### src/rtl/uart_pkg.sv
// uart_pkg: shared UART state encoding and bit-rate helper
package uart_pkg;
  typedef enum logic [2:0] {
    IDLE   = 3'd0,
    START  = 3'd1,
    DATA   = 3'd2,
    PARITY = 3'd3,
    STOP   = 3'd4
  } tx_state_t;
  function automatic int cycles_per_bit(input int clk_hz, input int baud);
    return clk_hz / baud;
  endfunction
endpackage

### src/rtl/tx_baud_generator.sv
// tx_baud_generator: 1x bit-rate divider with a synchronous clear at the handshake
module tx_baud_generator #(
  parameter int CYCLES = 16
) (
  input  logic tx_clk,
  input  logic rst,
  input  logic baud_clr,
  input  logic baud_en,
  output logic bit_tick
);
  localparam int W = CYCLES > 1 ? $clog2(CYCLES) : 1;
  logic [W-1:0] cnt;
  assign bit_tick = baud_en && cnt == W'(CYCLES - 1);
  always_ff @(posedge tx_clk or posedge rst)
    if (rst) cnt <= '0;
    else if (baud_clr || bit_tick || !baud_en) cnt <= '0;
    else cnt <= cnt + 1'b1;
endmodule

### src/rtl/uart_transmitter.sv
// uart_transmitter: serialises one character per handshake as start, data LSB first, optional parity, stop bits
module uart_transmitter
  import uart_pkg::*;
#(
  parameter int TX_SYS_CLK = 50_000_000,
  parameter int BAUD_RATE  = 9600,
  parameter int DATA_BITS  = 8,
  parameter int PARITY_EN  = 0,
  parameter int PARITY_ODD = 0,
  parameter int STOP_BITS  = 1
) (
  input  logic                 tx_clk,
  input  logic                 rst,
  input  logic [DATA_BITS-1:0] tx_data,
  input  logic                 tx_valid,
  output logic                 tx_ready,
  output logic                 tx_serial,
  output logic                 tx_busy,
  output logic                 tx_done
);
  localparam int TX_CYCLE = cycles_per_bit(TX_SYS_CLK, BAUD_RATE);
  if (TX_CYCLE < 2 || DATA_BITS < 5 || DATA_BITS > 8 || STOP_BITS < 1 || STOP_BITS > 2) begin : g_bad_cfg
    $error("uart_transmitter: illegal configuration");
  end
  tx_state_t state, state_n;
  logic [DATA_BITS-1:0] shift, shift_n;
  logic [2:0] bit_cnt, bit_cnt_n;
  logic par, par_n, serial_n, done_n, bit_tick, hs;
  assign tx_ready = !rst && state == IDLE;
  assign tx_busy  = state != IDLE;
  assign hs       = tx_valid && tx_ready;
  tx_baud_generator #(.CYCLES(TX_CYCLE)) u_baud (
    .tx_clk  (tx_clk),
    .rst     (rst),
    .baud_clr(hs),
    .baud_en (tx_busy),
    .bit_tick(bit_tick)
  );
  always_comb begin
    state_n   = state;
    shift_n   = shift;
    bit_cnt_n = bit_cnt;
    par_n     = par;
    done_n    = 1'b0;
    case (state)
      IDLE: if (hs) begin
        state_n   = START;
        shift_n   = tx_data;
        bit_cnt_n = '0;
        par_n     = PARITY_ODD != 0 ? ~^tx_data : ^tx_data;
      end
      START: if (bit_tick) state_n = DATA;
      DATA: if (bit_tick) begin
        shift_n   = shift >> 1;
        bit_cnt_n = bit_cnt + 3'd1;
        if (bit_cnt == 3'(DATA_BITS - 1)) begin
          state_n   = PARITY_EN != 0 ? PARITY : STOP;
          bit_cnt_n = '0;
        end
      end
      PARITY: if (bit_tick) state_n = STOP;
      STOP: if (bit_tick) begin
        bit_cnt_n = bit_cnt + 3'd1;
        if (bit_cnt == 3'(STOP_BITS - 1)) begin
          state_n   = IDLE;
          bit_cnt_n = '0;
          done_n    = 1'b1;
        end
      end
      default: state_n = IDLE;
    endcase
    // line level follows the state being entered so the registered output lines up with it
    serial_n = state_n == START ? 1'b0 : state_n == DATA ? shift_n[0] : state_n == PARITY ? par_n : 1'b1;
  end
  always_ff @(posedge tx_clk or posedge rst)
    if (rst) begin
      state     <= IDLE;
      shift     <= '0;
      bit_cnt   <= '0;
      par       <= 1'b0;
      tx_serial <= 1'b1;
      tx_done   <= 1'b0;
    end else begin
      state     <= state_n;
      shift     <= shift_n;
      bit_cnt   <= bit_cnt_n;
      par       <= par_n;
      tx_serial <= serial_n;
      tx_done   <= done_n;
    end
endmodule

### config.mk
export PLATFORM = sky130hd
export DESIGN_NAME = uart_transmitter
export DESIGN_NICKNAME = d
export VERILOG_FILES = /design/src/rtl/uart_pkg.sv /design/src/rtl/tx_baud_generator.sv /design/src/rtl/uart_transmitter.sv
export SDC_FILE = /design/constraint.sdc
export NUM_CORES = 1
export LEC_CHECK = 0
export ABC_AREA = 0
export BUFFER_PORTS_ARGS = -buffer_cell sky130_fd_sc_hd__buf_2
export CAP_MARGIN = 40
export CORE_MARGIN = 1
export CORE_UTILIZATION = 40
export CTS_CLUSTER_SIZE = 24
export DETAILED_ROUTE_END_ITERATION = 8
export PLACE_DENSITY = 0.69
export SYNTH_ARGS = -nofsm -noshare
export SYNTH_HDL_FRONTEND = slang
export SYNTH_SLANG_ARGS = --single-unit
### constraint.sdc
create_clock -name tx_clk -period 2.6 [get_ports tx_clk]
set_clock_uncertainty 0.15 [all_clocks]
set_input_delay 0.52 -clock tx_clk [delete_from_list [all_inputs] [get_ports tx_clk]]
set_output_delay 0.52 -clock tx_clk [all_outputs]
set_load 0.1 [all_outputs]
; After elaboration in Yosys (flattened, before gate mapping)
; Index checks and enable logic that the tools add are counted.
; Widths: inputs -> output; s select.
[word_totals]
register_bits = 30
in_bits = 11
out_inout_bits = 4
wordCells = 63
[op_classes]
addsub = 2
n_eq_ne = 12
muxes = 26
reduce_logical = 15
[op_table]
columns = operator, count
row1 = $mux 3, 12
row2 = $mux 8, 2
row3 = $pmux 8 s2, 1
row4 = $pmux 3 s5, 1
row5 = $add 13x1->13 const B, 1
row6 = $eq 13x13->1 const B, 1
row7 = $mux 13, 1
row8 = $eq 3x2->1 const B, 4
row9 = $pmux 3 s3, 1
row10 = $mux 1, 8
row11 = $reduce_xor 8->1, 1
row12 = $eq 3x1->1 const B, 2
row13 = $eq 3x3->1 const B, 2
row14 = $logic_not 3->1, 2
row15 = $ne 2x1->1 const B, 3
row16 = $reduce_bool 3->1, 2
row17 = $reduce_and 4->1, 1
row18 = $add 3x1->3 const B, 1
row19 = $logic_and 1x1->1, 3
row20 = $reduce_and 3->1, 1
row21 = $logic_not 1->1, 2
row22 = $logic_or 1x1->1, 2
row23 = $reduce_bool 2->1, 1

; Depth between registers and ports, before layout
[logic_depth]
ltp_word = 9
ltp_mapped = 8
mapped_depth_nobuf = 7

; Cells and area by module
; Synthesis repeated with hierarchy kept, for this count alone.
[hier_totals]
hier_cells = 155
hier_area_um2 = 1581.5
[modules_own_cells]
columns = module, n_inst, cells_per_inst, area_per_inst_um2, seq_area_each_um2
row1 = uart_transmitter, 1, 91, 929.6, 426.7
row2 = tx_baud_generator, 1, 64, 651.9, 325.3

; Worst setup path after synthesis
; No wires, ideal clock.
[synth_timing]
path_type = register to output
start = register state[1]
end = output port tx_ready
arrival_ps = 2746
required_ps = 1930
setup_slack_ps = -816
stages_incl_launch_ff = 4
path_buffers = 1
cell_sequence = dfrtp_1 > or3_1 > clkbuf_1 > nor2_1
[synth_via]
elab_chain_len = 2
[synth_lines]
columns = item, line_no
row1 = start: declaration, uart_transmitter.sv:25  ; tx_state_t state, state_n;
row2 = start signal: assignment, uart_transmitter.sv:84  ; state <= state_n;
row3 = $logic_not 3->1, uart_transmitter.sv:29  ; assign tx_ready = !rst && state == IDLE;
row4 = $logic_and 1x1->1, uart_transmitter.sv:29
row5 = end: declaration, uart_transmitter.sv:16  ; output logic tx_ready,
; No other way between the ends.

; Final worst setup path
[layout_timing]
start = register u_baud.cnt[8]
end = register tx_serial
[layout_via]
elab_chain_len = 8
word_cells_on_any_way = 15
cone_classes = eq/ne (4) / mux (10) / reduce/logical (1)
[layout_lines]
columns = item, line_no
row1 = start: declaration, tx_baud_generator.sv:12  ; logic [W-1:0] cnt;
row2 = start signal: assignment, tx_baud_generator.sv:17  ; else cnt <= cnt + 1'b1;
row3 = $eq 13x13->1 *, tx_baud_generator.sv:13  ; assign bit_tick = baud_en && cnt == W'(CYCLES - 1);
row4 = $logic_and 1x1->1 *, tx_baud_generator.sv:13
row5 = "$mux 3, on equally long branches", --
row6 = $pmux 3 s5 *, uart_transmitter.sv:45  ; case (state)
row7 = net state_n[1], uart_transmitter.sv:25
row8 = $eq 3x2->1, uart_transmitter.sv:73  ; serial_n = state_n == START ? 1'b0 : state_n == DATA ? shift_n[0] : state_n == PARITY ? par_n : 1'b1;
row9 = $mux 1 (2 in a row), uart_transmitter.sv:73
row10 = $mux 1 *, uart_transmitter.sv:73
row11 = net serial_n, uart_transmitter.sv:28  ; logic par, par_n, serial_n, done_n, bit_tick, hs;
row12 = end signal: assignment, uart_transmitter.sv:88  ; tx_serial <= serial_n;
row13 = end: declaration, uart_transmitter.sv:17  ; output logic tx_serial,
; Mark *: on every way through the listed nets, which the timed path passes. The rest lies on a longest branch. The select of a mux whose other input is x is not followed.
; A chain may end at the register's enable or synchronous reset.

==> impl_results.md <==
* Status: complete, no violations
* Area taken by multi-input logic gates at 786 µm²
* Syn nets at between 150 and 200
* Post-Layout Cell Count at 241
* Pwr Density at ~480 mW/mm²
* Fraction of layout instances using a drive strength above 1 at 25.4%
* Vias in the first global route at roughly 1,300
* Dpl cells at 232
* CP Cell Sequence: or4b_1 -> or4_4 -> or4b_4 -> o21ai_2 -> a21oi_1 -> or3_1
* Largest net degree at the start of global routing at 31
* DR iter-0 viols at between 40 and 50
* Fin util at around 52%
* Ys Warns at 0
* Fin nets at about 210
* FF-to-FF path depth at 6
* Maximum clock rate at 0.391 GHz
* CTS H-tree lvls at 2
* Final Instance Area at 0.00191 mm²
* Fin crit share at 98.3%
* Worst-skew pair later-pin latency at approximately 0.28 ns
* Routed WL at approximately 3.2 mm
* Die span in y at 64.2 µm
* MaxCap Viol Count at 0
* Max incr delay on CP at roughly 0.53 ns
* Synth Register Bits at 30
* Grt ovf at 0
* CP bufs+invs at 0
* Distinct cells, synth at 34
* Peak VDD IR at 258 µV
* Leak at 0.909 nW
* Initial antenna violation count at 0
* Register Area at ~750 µm²
* Worst R2R End: tx_serial
* Post-synth EDFFs at 0
* Register area share after synthesis at 48.5%
* Clock sinks at 30
* CP top delay family: simple AND/OR/NAND/NOR gates
* Top_reg_cell synth: dfrtp_1
* Flop2flop setup slack at between 0.04 and 0.05 ns
* Kind of critical path: reg -> reg
* # setup viols final at 0
* Drt wl/cell at 13.1 µm
* Clk root buf: clkbuf_8
* Slowest CP cell: or4b_1
* CP startpoint kind: register
* Die W at 64.2 µm
* Fin. Hold Viols at 0
* First-pass GRT wire length at 5.50 mm
* Total GRT Usage at roughly 17%
* WP data required at 2.65 ns
* Final Critical Period at around 2.6 ns
* IO Count at 15
* Worst r2r src: u_baud.cnt[8]
* Max_slew headroom at 67.5%
* Worst-Margin Slew at 0.491 ns
* DRT Pass-1 Iters at 4
* Crit path DAT at 2.61 ns
* Post-route ant nets at 0
* Worst-path clk slew at 0.06 ns
* Post-synth ARST share at 100%
* Final slew viol count at 0
* Area post-placement at 0.00178 mm²
* DRC at 0
* ANT cells at 0
* Final RePlAce weighted congestion at 0.859
* Vias at 1,231
* Critical path fanouts, max at 5
* Mapped cell area at 0.00155 mm²
* Worst min path class: in -> async
* Fillers at 346
* Syn Area/Cell at 9.62 µm²
* Final HPWL DP at 2.28 mm
* Hold_ws at roughly 0.21 ns
* Layout Area Growth over Synthesis at 23.0%
* CTS tree: done
* Core area at ~0.0037 mm²
* RSZ-0062 raised after global routing: true
* Gate Count Post-Synth at 161
* Die area at 0.00413 mm²
* Via density at 5.11
* CTS max path bufs at 2
* CP Capture Type: register
* Port-buffer cells at 14
* Cts bufs inserted at 5
* Rows at 22
* Initial Util at 42.0%
## power breakdown
part	total (W)	internal (W)	switching (W)
clock network	0.000385	0.000213	0.000172
registers	0.000477	0.000473	0.00000338
logic	0.0000487	0.0000219	0.0000268
## cells in the final DEF (no fill, tap or decap), drive strengths merged, types with 5 or more instances in the layout
cell type / n
and3: 5
dfrtp: 29
nand2: 21
inv: 7
buf: 30
xor2: 6
nor2: 21
a22oi: 6
a21oi: 5
xnor2: 12
clkbuf: 7
## through the flow
step	setup TNS, ns	worst slack (ns)	power, W
after floorplan	0	0.0395	0.000514
after global placement	0	0.0633	0.000532
after detailed placement	-0.000771	-0.000771	0.000533
after CTS	0	0.0292	0.000917
after global routing	-0.0436	-0.0436	0.000944
final	0	0.0431	0.000910
## final cells by class
cell class                      count  area share [%]
Multi-Input combinational cell    118            41.2
Sequential cell                    30            39.5
Timing Repair Buffer               30            9.98
Clock buffer                        7            4.53
Tap cell                           48            3.15
Inverter                            7            1.38
Clock inverter                      1           0.263
## logic make-up after synthesis
logic type      count (synthesis)  share of synthesized area (%)
simple gates                   75                           25.0
flops                          30                           48.5
compound gates                 18                           7.75
xor+xnor                       18                           10.2
buf+inv                        13                           3.23
fa+ha+maj                       4                           3.23
mux                             3                           2.10
## worst register-to-register path: cells and delay by family, from the launching register on
family / cells / cell delay, ns
compound gates: 2 / 0.16
flops: 1 / 0.39
simple gates: 4 / 1.80
## timing repair
item                                    4_1_cts  5_1_grt
setup buffers                                 0        1
resized for setup                             1        6
hold buffers                                  0        0
endpoints found under the setup margin        1        4
## worst max-delay path by stage
stage                  startpoint        end  slack (ns)  depth (start not counted)
finish              u_baud.cnt[8]  tx_serial        0.04                          6
global route        u_baud.cnt[8]  tx_serial       -0.04                          6
CTS                 u_baud.cnt[0]  tx_serial        0.03                          7
floorplan           u_baud.cnt[8]  tx_serial        0.04                          7
global placement    u_baud.cnt[8]  tx_serial        0.06                          6
detailed placement  u_baud.cnt[0]  tx_serial     -0.0008                          7
## registers in the layout (all words and copies together) (netlist names)
signal      cells
shift           8
u_baud.cnt     13
tx_serial       1
state           3
tx_done         1
par             1
bit_cnt         3
## routing by layer
metal | part of all wire [%] | GRT usage [%]
met1 | 44 | 20.1
met2 | 50 | 29.4
met5 | 0 | 0
met4 | 2.2 | 8.61
met3 | 3.7 | 5.36
## Yosys cell counts, types with 4 or more instances
library cell  count  area, µm²
a21oi_1           5       25.0
a22oi_1           6       45.0
and3_1            5       31.3
clkbuf_1          5       18.8
dfrtp_1          29        726
ha_1              4       50.1
inv_1             7       26.3
nand2_1          21       78.8
nand2b_1          4       25.0
nand3_1           4       20.0
nor2_1           21       78.8
xnor2_1          12        105
xor2_1            6       52.6
Note: power is estimated with default switching activity, not from simulation.
